## config.mk

```make
export PLATFORM = sky130hd
export DESIGN_NAME = sram_1rw_masked_init
export DESIGN_NICKNAME = d
export VERILOG_FILES = /design/src/rtl/sram_1rw_masked_init.sv
export SDC_FILE = /design/constraint.sdc
export NUM_CORES = 2
export LEC_CHECK = 0
export BUFFER_PORTS_ARGS = -buffer_cell sky130_fd_sc_hd__clkbuf_2
export CAP_MARGIN = 20
export CORE_MARGIN = 2
export CORE_UTILIZATION = 57
export DETAILED_ROUTE_END_ITERATION = 10
export PLACE_DENSITY = 0.72
export SYNTH_ARGS = -nofsm -noshare
export SYNTH_HDL_FRONTEND = slang
export SYNTH_MEMORY_MAX_BITS = 65536
export SYNTH_SLANG_ARGS = --single-unit
```

## constraint.sdc

```tcl
create_clock -name RW0_clk -period 4.2 [get_ports RW0_clk]
set_clock_uncertainty 0.05 [all_clocks]
set_input_delay 0.84 -clock RW0_clk [delete_from_list [all_inputs] [get_ports RW0_clk]]
set_output_delay 0.84 -clock RW0_clk [all_outputs]
set_load 0.03 [all_outputs]
```

## src/rtl/sram_1rw_masked_init.sv

```systemverilog
// Parametrised 1RW SRAM model with per-lane write mask, clear-on-reset init sequencer,
// held registered read data with valid strobe, and out-of-range error pulse.
module sram_1rw_masked_init #(
    parameter int                   DEPTH    = 128,
    parameter int                   ADDR_W   = 7,
    parameter int                   DATA_W   = 36,
    parameter int                   LANE_W   = 9,
    parameter logic [DATA_W-1:0]    INIT_VAL = '0
) (
    input  logic                       RW0_clk,
    input  logic                       RW0_rst_n,
    input  logic [ADDR_W-1:0]          RW0_addr,
    input  logic                       RW0_en,
    input  logic                       RW0_wmode,
    input  logic [DATA_W/LANE_W-1:0]   RW0_wmask,
    input  logic [DATA_W-1:0]          RW0_wdata,
    output logic                       RW0_ready,
    output logic [DATA_W-1:0]          RW0_rdata,
    output logic                       RW0_rvalid,
    output logic                       RW0_err
);

    localparam int                MASK_W    = DATA_W / LANE_W;
    localparam logic [ADDR_W-1:0] LAST_ADDR = ADDR_W'(DEPTH - 1);
    localparam logic [ADDR_W:0]   DEPTH_EXT = (ADDR_W + 1)'(DEPTH);

    typedef enum logic {
        S_INIT,
        S_RUN
    } state_t;

    state_t              state_q, state_d;
    logic [ADDR_W-1:0]   init_ptr_q, init_ptr_d;
    logic                ready_q, ready_d;
    logic                rvalid_q, rvalid_d;
    logic                err_q, err_d;
    logic [DATA_W-1:0]   rdata_q, rdata_d;
    logic [DATA_W-1:0]   mem_q [DEPTH];

    logic                in_range;
    logic                accepted;
    logic                init_we;
    logic                wr_we;

    always_comb begin
        in_range   = ({1'b0, RW0_addr} < DEPTH_EXT);
        accepted   = RW0_en & ready_q;
        // Memory writes are suppressed on a reset edge so reset itself never touches contents.
        init_we    = RW0_rst_n & (state_q == S_INIT);
        wr_we      = RW0_rst_n & accepted & RW0_wmode & in_range;

        state_d    = state_q;
        init_ptr_d = init_ptr_q;
        ready_d    = ready_q;
        rdata_d    = rdata_q;
        rvalid_d   = 1'b0;
        err_d      = 1'b0;

        case (state_q)
            S_INIT: begin
                if (init_ptr_q == LAST_ADDR) begin
                    state_d = S_RUN;
                    ready_d = 1'b1;
                end else begin
                    init_ptr_d = init_ptr_q + ADDR_W'(1);
                end
            end
            S_RUN: begin
                if (accepted) begin
                    err_d = ~in_range;
                    if (!RW0_wmode) begin
                        rvalid_d = 1'b1;
                        rdata_d  = in_range ? mem_q[RW0_addr] : '0;
                    end
                end
            end
            default: state_d = S_INIT;
        endcase
    end

    always_ff @(posedge RW0_clk) begin
        if (!RW0_rst_n) begin
            state_q    <= S_INIT;
            init_ptr_q <= '0;
            ready_q    <= 1'b0;
            rdata_q    <= '0;
            rvalid_q   <= 1'b0;
            err_q      <= 1'b0;
        end else begin
            state_q    <= state_d;
            init_ptr_q <= init_ptr_d;
            ready_q    <= ready_d;
            rdata_q    <= rdata_d;
            rvalid_q   <= rvalid_d;
            err_q      <= err_d;
        end
    end

    always_ff @(posedge RW0_clk) begin
        if (init_we) begin
            mem_q[init_ptr_q] <= INIT_VAL;
        end else if (wr_we) begin
            for (int i = 0; i < MASK_W; i++) begin
                if (RW0_wmask[i]) begin
                    mem_q[RW0_addr][i*LANE_W +: LANE_W] <= RW0_wdata[i*LANE_W +: LANE_W];
                end
            end
        end
    end

    assign RW0_ready  = ready_q;
    assign RW0_rdata  = rdata_q;
    assign RW0_rvalid = rvalid_q;
    assign RW0_err    = err_q;

endmodule

```

==> results.ini <==
[pwr]
switching_share=0.208
pwr-share-comb=0.038
powerDensity_nw_per_um2=454
p_leak_nw=76.4
clkPwrFrac=0.429
power_frac_seq=0.533
internal_power_w=0.0748
ir_drop_v=0.000371
power.total_w=0.0945
power.switching_w=0.0197

[detailed_routing]
drt-initial-drc-count=15300
routed_wl_um=505000
routedWlPerCell_um=35.0
drc=0
vias_per_cell=6.70
firstDrtPassIters=5
vias=96800
ant_nets=0

[die]
die_y_um=565
rows=206
pin_count=90
fp.coreArea_um2=314000
start_util=0.571
die_area_um2=319000
die_x_um=565

[synthesis]
synth.largest_area_cell=edfxtp_1
synth_top_area_share=0.771
syn_area_um2=180000
synth.distinct_cells=64
synth_edf_count=4608
synth_cells=8670
synth_area_leaders=edfxtp_1 (77%), mux4_2 (11%), mux2i_1 (3.0%), a22oi_1 (1.2%), nor2_1 (1.2%)
avgSynthCellArea_um2=20.7
synth-seq-cells=4654
synth_warnings=0
ys_seq_area_frac=0.776
synth_ff_type=edfxtp_1
synth_nets=8722
synthArstFlopShare=0

[global_routing]
antenna_found_initial=23
grt_pass1_vias=96100
grt_usage=0.316
grt_max_degree=129
met1_usage=0.426
top_usage_layer=met2
grt_pass1_wl_um=708000
grt_overflow=0
use_met2=0.483
use_met3=0.0834

[clocking]
clockBufferDepth=4
cts_tree=built
ctsHoldBuffers=0
cts-resized-gates=0
post_cts_buffers=0
clock-root-buffer=clkbuf_16
numCtsBuffers=451
path_clk_slew_ns=0.06
clk_latency_ns=1.01
cts_sinks=4654
cts_max_level=5

[worst_setup_path]
startpoint=RW0_ready
r2r_start=RW0_ready
crit_arrival_ns=3.99
endpoint_kind=flip-flop
crit_type=flip-flop to flip-flop
cpPeakStageDelay_ns=0.71
crit_required_ns=4.74
cp_top_family=simple AND/OR/NAND/NOR gates
slowest_stage=nor2_1
critPathBufInv=2
timing.critical_path.cells=and4_1, nor3b_2, buf_4, mux2i_2, and2_1, nand2_1, buf_12, nor2_1
startpoint_type=flip-flop
crit_path_max_fanout=9

[finish]
drive_above_1_share=0.287
stdcell_count=14400
syn2layout_area_growth_pct=16.0
fin_nets=9920

[sta]
max_freq_ghz=0.290
rsz0062_at_grt=no
setup_viol=0
max_slew_margin=0.227
min_period_ns=3.44
whs_ns=0.296
hold_viol_final=0
timing.final.ws_setup_ns=0.755
slew_viol_final=0
period_share=0.820
tightest_slew_ns=1.16

[place]
dpl_worst_slack_ns=-0.0348
port_buffers=88
post-place-cells=13600
hpwl_um=332000
place_congestion=0.939

[hold_path]
min_from=RW0_wdata[12]
hold_path_class=input pin to flip-flop

[outcome]
outcome=complete, no violations

[flow_run]
drv_cap=0

## synthesized netlist by cell type (46+ instances only)
cell	instances
and2_1	60
mux2i_1	543
a211oi_1	62
a21oi_1	52
edfxtp_1	4608
a22oi_1	298
dfxtp_1	46
buf_4	79
mux4_2	915
nand2_1	183
o21ai_0	109
clkbuf_1	202
nor2_1	570
nor3_1	81
buf_2	175
a221oi_1	61
a22o_1	58
nand3_1	107
o22ai_1	136
## final timing paths
| kind | slack, ns | end | cells after the start |
|---|---|---|---|
| worst max-delay path | 0.76 | mem_q[50][16] | 8 |
| worst min-delay path | 0.30 | mem_q[92][12] | 2 |
| worst max register to register | 0.76 | mem_q[50][16] | 8 |
| worst min register to register | 0.44 | RW0_rdata[1] | 2 |
## state kept, by name (all words and copies together) (netlist names)
name / cells
state_q: 1
RW0_rdata: 36
RW0_rvalid: 1
mem_q: 4608
init_ptr_q: 7
RW0_ready: 1
## cell usage in the layout, fill, tap and decap left out, types with 61 or more instances in the layout
cell type	count
a211oi_1	62
a221oi_1	61
a22oi_1	298
buf_12	149
buf_4	1041
clkbuf_1	84
clkbuf_16	454
clkbuf_2	84
clkinv_1	103
clkinv_2	88
edfxtp_1	4608
mux2i_1	543
mux4_2	915
nand2_1	177
nand3_1	107
nor2_1	556
nor3_1	78
o21ai_0	109
o22ai_1	136
## layout make-up
class                           instances  area [um2]
Inverter                                4        22.5
Clock buffer                          541       11700
Tap cell                             4160        5200
Clock inverter                        299        3090
Timing Repair Buffer                 1279       11300
Antenna cell                           21        52.6
Fill cell                           19500      106000
Multi-Input combinational cell       3478       37600
Sequential cell                      4654      139000
## per-layer routing
layer  wire length [um]  share of wire  up-vias
met2             233000           0.46     6824
met5                 92        0.00018        -
met1             177000           0.35    50300
met3              65100           0.13     1132
met4              29100          0.058       14
li1                   -              -    38500
## metrics by stage
step / TNS (ns) / utilization / area [um2]
5_1_grt: 0 / 0.663 / 208000
2_1_floorplan: 0 / - / 180000
3_5_place_dp: -0.0446 / 0.616 / 193000
3_3_place_gp: -0.136 / 0.615 / 193000
6_report: 0 / 0.663 / 208000
4_1_cts: 0 / 0.663 / 208000
## logic make-up after synthesis
kind of cell             share of synthesized area
AND/OR/NAND/NOR                             0.0271
XOR/XNOR                                  0.000195
flip-flops                                   0.776
adder cells (fa/ha/maj)                  0.0000697
multiplexers                                 0.146
buffers and inverters                       0.0159
other                                    0.0000209
AO/OA/AOI/OAI                               0.0350
## worst register-to-register path: stages (launching register included)
cell,delay (ns)
dfxtp_1,0.40
and4_1,0.29
nor3b_2,0.18
buf_4,0.20
mux2i_2,0.35
and2_1,0.43
nand2_1,0.22
buf_12,0.22
nor2_1,0.72
## power by group through the flow
stage	Combinational, W	Clock (W)	Sequential, W
6_report	0.00361	0.0405	0.0503
5_1_grt	0.00367	0.0426	0.0503
4_1_cts	0.00354	0.0408	0.0503
3_5_place_dp	0.00351	0	0.0513
3_3_place_gp	0.00348	0	0.0513
2_1_floorplan	0.00194	0	0.0513
No activity file was read; power rests on OpenSTA's default activity.
